--- config.mk ---
export PLATFORM = sky130hd
export DESIGN_NAME = control_unit_mc
export DESIGN_NICKNAME = d
export VERILOG_FILES = /design/src/rtl/control_unit_mc.sv
export SDC_FILE = /design/constraint.sdc
export NUM_CORES = 1
export LEC_CHECK = 0
export BUFFER_PORTS_ARGS = -buffer_cell sky130_fd_sc_hd__buf_2
export CAP_MARGIN = 20
export CORE_MARGIN = 2
export CORE_UTILIZATION = 40
export DETAILED_ROUTE_END_ITERATION = 10
export PLACE_DENSITY = 0.67
export RECOVER_POWER = 25
export SYNTH_ARGS = -nofsm -noshare
export SYNTH_HDL_FRONTEND = slang
export SYNTH_SLANG_ARGS = --single-unit
--- constraint.sdc ---
create_clock -name clk -period 2.75 [get_ports clk]
set_input_delay 0.55 -clock clk [delete_from_list [all_inputs] [get_ports clk]]
set_output_delay 0.55 -clock clk [all_outputs]
set_load 0.02 [all_outputs]
--- src/rtl/control_unit_mc.sv ---
// Multi-cycle control unit for the K&S processor: fetch/decode sequencer with
// configurable RAM wait states and a selectable overflow source for BOV/BNOV.

package k_and_s_pkg;
    typedef enum logic [4:0] {
        I_NOP    = 5'd0,
        I_LOAD   = 5'd1,
        I_STORE  = 5'd2,
        I_MOVE   = 5'd3,
        I_ADD    = 5'd4,
        I_SUB    = 5'd5,
        I_AND    = 5'd6,
        I_OR     = 5'd7,
        I_BRANCH = 5'd8,
        I_BZERO  = 5'd9,
        I_BNZERO = 5'd10,
        I_BNEG   = 5'd11,
        I_BNNEG  = 5'd12,
        I_BOV    = 5'd13,
        I_BNOV   = 5'd14,
        I_HALT   = 5'd15
    } decoded_instruction_type;
endpackage

module control_unit_mc
    import k_and_s_pkg::*;
#(
    parameter int MEM_WAIT    = 0,
    parameter int OV_UNSIGNED = 0
) (
    input  logic                    clk,
    input  logic                    rst,
    input  decoded_instruction_type decoded_instruction,
    input  logic                    zero_op,
    input  logic                    neg_op,
    input  logic                    unsigned_overflow,
    input  logic                    signed_overflow,
    output logic                    branch,
    output logic                    pc_enable,
    output logic                    ir_enable,
    output logic                    write_reg_enable,
    output logic                    addr_sel,
    output logic                    c_sel,
    output logic [1:0]              operation,
    output logic                    flags_reg_enable,
    output logic                    ram_write_enable,
    output logic                    halt
);

    localparam int CW = (MEM_WAIT > 0) ? $clog2(MEM_WAIT + 1) : 1;
    localparam logic [CW-1:0] WAIT_LAST  = CW'(MEM_WAIT);
    localparam logic [CW-1:0] WAIT_LAST1 = CW'(MEM_WAIT - 1);

    typedef enum logic [2:0] {
        S_FETCH,
        S_LATCH_IR,
        S_DECODE,
        S_LOAD_WAIT,
        S_LOAD_WB,
        S_STORE_WR,
        S_ALU_WB,
        S_HALTED
    } state_t;

    state_t      state_reg;
    logic [CW-1:0] cnt_reg;
    logic [1:0]  op_reg;

    logic [1:0]  dec_op;
    logic        taken;
    logic        ov_flag;

    // ALU op and branch condition straight from the current decode; only
    // consumed in DECODE (op is also captured there for ALU_WB).
    always_comb begin
        ov_flag = (OV_UNSIGNED != 0) ? unsigned_overflow : signed_overflow;
        dec_op  = 2'b00;
        taken   = 1'b0;
        case (decoded_instruction)
            I_SUB:         dec_op = 2'b01;
            I_AND:         dec_op = 2'b10;
            I_OR, I_MOVE:  dec_op = 2'b11;
            I_BRANCH:      taken  = 1'b1;
            I_BZERO:       taken  = zero_op;
            I_BNZERO:      taken  = ~zero_op;
            I_BNEG:        taken  = neg_op;
            I_BNNEG:       taken  = ~neg_op;
            I_BOV:         taken  = ov_flag;
            I_BNOV:        taken  = ~ov_flag;
            default:       ;
        endcase
    end

    always_ff @(posedge clk) begin
        if (rst) begin
            state_reg <= S_FETCH;
            cnt_reg   <= '0;
            op_reg    <= 2'b00;
        end else begin
            case (state_reg)
                S_FETCH: begin
                    if (cnt_reg < WAIT_LAST) begin
                        cnt_reg <= cnt_reg + 1'b1;
                    end else begin
                        state_reg <= S_LATCH_IR;
                        cnt_reg   <= '0;
                    end
                end
                S_LATCH_IR: begin
                    state_reg <= S_DECODE;
                    cnt_reg   <= '0;
                end
                S_DECODE: begin
                    op_reg  <= dec_op;
                    cnt_reg <= '0;
                    case (decoded_instruction)
                        I_LOAD:  state_reg <= (MEM_WAIT > 0) ? S_LOAD_WAIT : S_LOAD_WB;
                        I_STORE: state_reg <= S_STORE_WR;
                        I_ADD, I_SUB, I_AND, I_OR: state_reg <= S_ALU_WB;
                        I_HALT:  state_reg <= S_HALTED;
                        default: state_reg <= S_FETCH;
                    endcase
                end
                S_LOAD_WAIT: begin
                    if (cnt_reg == WAIT_LAST1) begin
                        state_reg <= S_LOAD_WB;
                        cnt_reg   <= '0;
                    end else begin
                        cnt_reg <= cnt_reg + 1'b1;
                    end
                end
                S_STORE_WR: begin
                    if (cnt_reg == WAIT_LAST) begin
                        state_reg <= S_FETCH;
                        cnt_reg   <= '0;
                    end else begin
                        cnt_reg <= cnt_reg + 1'b1;
                    end
                end
                S_LOAD_WB, S_ALU_WB: begin
                    state_reg <= S_FETCH;
                    cnt_reg   <= '0;
                end
                S_HALTED: cnt_reg <= '0;
                default: begin
                    state_reg <= S_FETCH;
                    cnt_reg   <= '0;
                end
            endcase
        end
    end

    // Strobes are decoded from state so that a rising rst kills them at once.
    always_comb begin
        branch           = 1'b0;
        pc_enable        = 1'b0;
        ir_enable        = 1'b0;
        write_reg_enable = 1'b0;
        addr_sel         = 1'b0;
        c_sel            = 1'b0;
        operation        = 2'b00;
        flags_reg_enable = 1'b0;
        ram_write_enable = 1'b0;
        halt             = 1'b0;
        if (!rst) begin
            case (state_reg)
                S_LATCH_IR: begin
                    ir_enable = 1'b1;
                    pc_enable = 1'b1;
                end
                S_DECODE: begin
                    case (decoded_instruction)
                        I_LOAD, I_STORE: addr_sel = 1'b1;
                        I_MOVE: begin
                            operation        = dec_op;
                            c_sel            = 1'b1;
                            write_reg_enable = 1'b1;
                        end
                        I_ADD, I_SUB, I_AND, I_OR: operation = dec_op;
                        default: ;
                    endcase
                    if (taken) begin
                        branch    = 1'b1;
                        pc_enable = 1'b1;
                    end
                end
                S_LOAD_WAIT: addr_sel = 1'b1;
                S_LOAD_WB: begin
                    addr_sel         = 1'b1;
                    write_reg_enable = 1'b1;
                end
                S_STORE_WR: begin
                    addr_sel         = 1'b1;
                    ram_write_enable = 1'b1;
                end
                S_ALU_WB: begin
                    operation        = op_reg;
                    c_sel            = 1'b1;
                    write_reg_enable = 1'b1;
                    flags_reg_enable = 1'b1;
                end
                S_HALTED: halt = 1'b1;
                default: ;
            endcase
        end
    end

endmodule

==> impl_metrics.ini <==
[sta]
final.setup.tns_ns = 0
post-route-min-period_ns = 2.61
hold_viol = 0
worst_pin_slew_ns = 0.369
setup_viol = 0
clock.fmax_mhz = 383
maxSlewHeadroom_pct = 75.2
fin_crit_sh_pct = 94.8
drv_slew = 0
fin_skew_ns = 0.000533
rsz0062_at_grt = false

[grt]
grt_start_max_net_pins = 12
grt_pass1_wl_um = 2450
antenna_found_initial = 0
grt_pass1_vias = 559
grt_usage_pct = 17.2
grt-ovfl-total = 0

[routing]
drc = 0
routed_wl_um = 1390
ant_nets = 0
drtPass1Iterations = 4
first_iter_violations = 13
vias_per_cell = 5.56
vias = 634
wl_per_cell_um = 12.2

[finish]
fin_nets = 112
largest_register_ffs = 3
multi_input_area_sq_um = 410
fin_cells = 114
areaGrowthSynthToFinish_pct = 14.6
fillers = 135
drive_gt1_share_pct = 28.3
seqCellArea_sq_um = 120
n_antenna_cell = 0

[logic_synthesis]
synth-edff-count = 0
synth_common_cells = nor2_1 (12), a21oi_1 (10), nor3_1 (7)
syn_area_sq_um = 599
ys_seq_area_share_pct = 20.0
yosysTopAreaCellShare_pct = 20.0
synth_warnings = 0
synth_nets = 94
synth_area_leaders = dfxtp_1 (20%), a21oi_1 (8.4%), nor2_1 (7.5%)
synth_cell_types = 32
synth_cells = 83
syn_area_per_cell_sq_um = 7.22
synth-seq-cells = 6
synth_ff_type = dfxtp_1
synth_most_common_cell = nor2_1
yosys.area.top_type = dfxtp_1
async_flop_share_pct = 0

[worst_setup_path]
start_kind = register
endpoint_kind = output pin
path_class = register to output pin
cp-startpoint = state_reg[2]
r2r-start = state_reg[2]
r2r_slack_ns = 1.19
crit_end = c_sel
critPathRequiredTime_ns = 2.20
path_max_fanout = 10
cp.arrival_ns = 2.06
r2r-end = op_reg[1]
rr_worst_depth = 4

[die]
die_w_um = 42.7
ioPinCount = 22
fp.coreArea_sq_mm = 0.00135
dieArea_sq_mm = 0.00182
initial_utilization_pct = 44.4
rows = 13
die_h_um = 42.7

[power]
p_leak_nw = 0.295
power.density_mw_per_mm2 = 336
vdd_drop_max_mv = 0.272

[place]
hpwl_um = 1110
place_congestion = 0.770
port_buffers = 20
dp.cells = 111

[status]
status = finished clean

[clock_network]
htreeDepth = 1
ctsResizeCount = 0
cts_max_path_buffers = 2
cts_setup_buffers = 0
cts.sinks = 6
ctsHoldBuffers = 0
clk_pin_slew_ns = 0.04
clock_latency_ns = 0.24
cts-root-buf = clkbuf_4
cts_buffers = 3
cts_tree = yes

[min_path]
min_path_type = register to register
min-delay-start = op_reg[0]

[job]
maxCapViolCount = 0
[kinds of logic after synthesis]
kind of cell	count (synthesis)	share of synthesized area [%]
compound gates	23	24.8
simple gates	41	40.5
fa+ha+maj	1	1.67
xor+xnor	1	1.46
buf+inv	11	11.5
flops	6	20.0
[power by group]
group | leakage (nW) | switching (mW) | internal (mW)
logic | 0.232 | 0.0371 | 0.0216
clock network | 0.0138 | 0.0287 | 0.0492
registers | 0.0487 | 0.00420 | 0.0900
[metrics by stage]
step	power (mW)	utilization [%]	hold WS, ns	instance area (sq um)	worst slack [ns]
final	0.231	50.9	0.507	687	0.142
after global routing	0.248	50.9	0.549	687	0.0132
after CTS	0.236	51.2	0.516	691	0.121
after detailed placement	0.155	49.5	0.504	668	0.391
after global placement	0.154	49.5	0.491	668	0.422
after floorplan	0.140	-	0.457	599	0.427
[layout make-up]
class                   count  share of cell area [%]
multi-input cells          66                    59.7
flip-flops and latches      6                    17.5
repair buffers             21                    15.1
clock buffers               3                    3.28
well taps                  15                    2.73
inverters                   3                    1.64
[layout by cell type, fill, tap and decap left out, types with 2 or more instances in the layout]
cell,Yosys,routed
o21ai_0,3,3
a22o_1,2,2
nand3_1,3,3
buf_2,1,20
nor4_1,3,3
a21oi_1,10,10
nor2b_1,2,2
nor3_1,7,7
nand2b_1,3,3
dfxtp_1,6,6
a22oi_1,2,2
clkbuf_4,0,3
nor2_1,12,12
nand2_1,4,4
inv_1,3,3
[worst max-delay path, cell delays in order, from the launching register on]
cell and delay [ns]:
dfxtp_1 0.38, or3b_1 0.57, nor2_8 0.18, nand4_4 0.11
a2111oi_2 0.35, buf_2 0.22
[worst min-delay path by stage]
stage                            to  slack, ns  depth (start not counted)
after floorplan           op_reg[1]       0.46                          2
after global placement    op_reg[1]       0.49                          2
after detailed placement  op_reg[0]       0.50                          2
after CTS                 op_reg[0]       0.52                          2
after global routing      op_reg[0]       0.55                          2
final                     op_reg[0]       0.51                          2
[metal layers]
layer,part of all wire [%],global-route usage (%)
met1,48,22.4
met2,45,27.0
met3,6.3,6.38
met4,0,3.75
met5,0,0
Power figures use the tool's default switching activity.
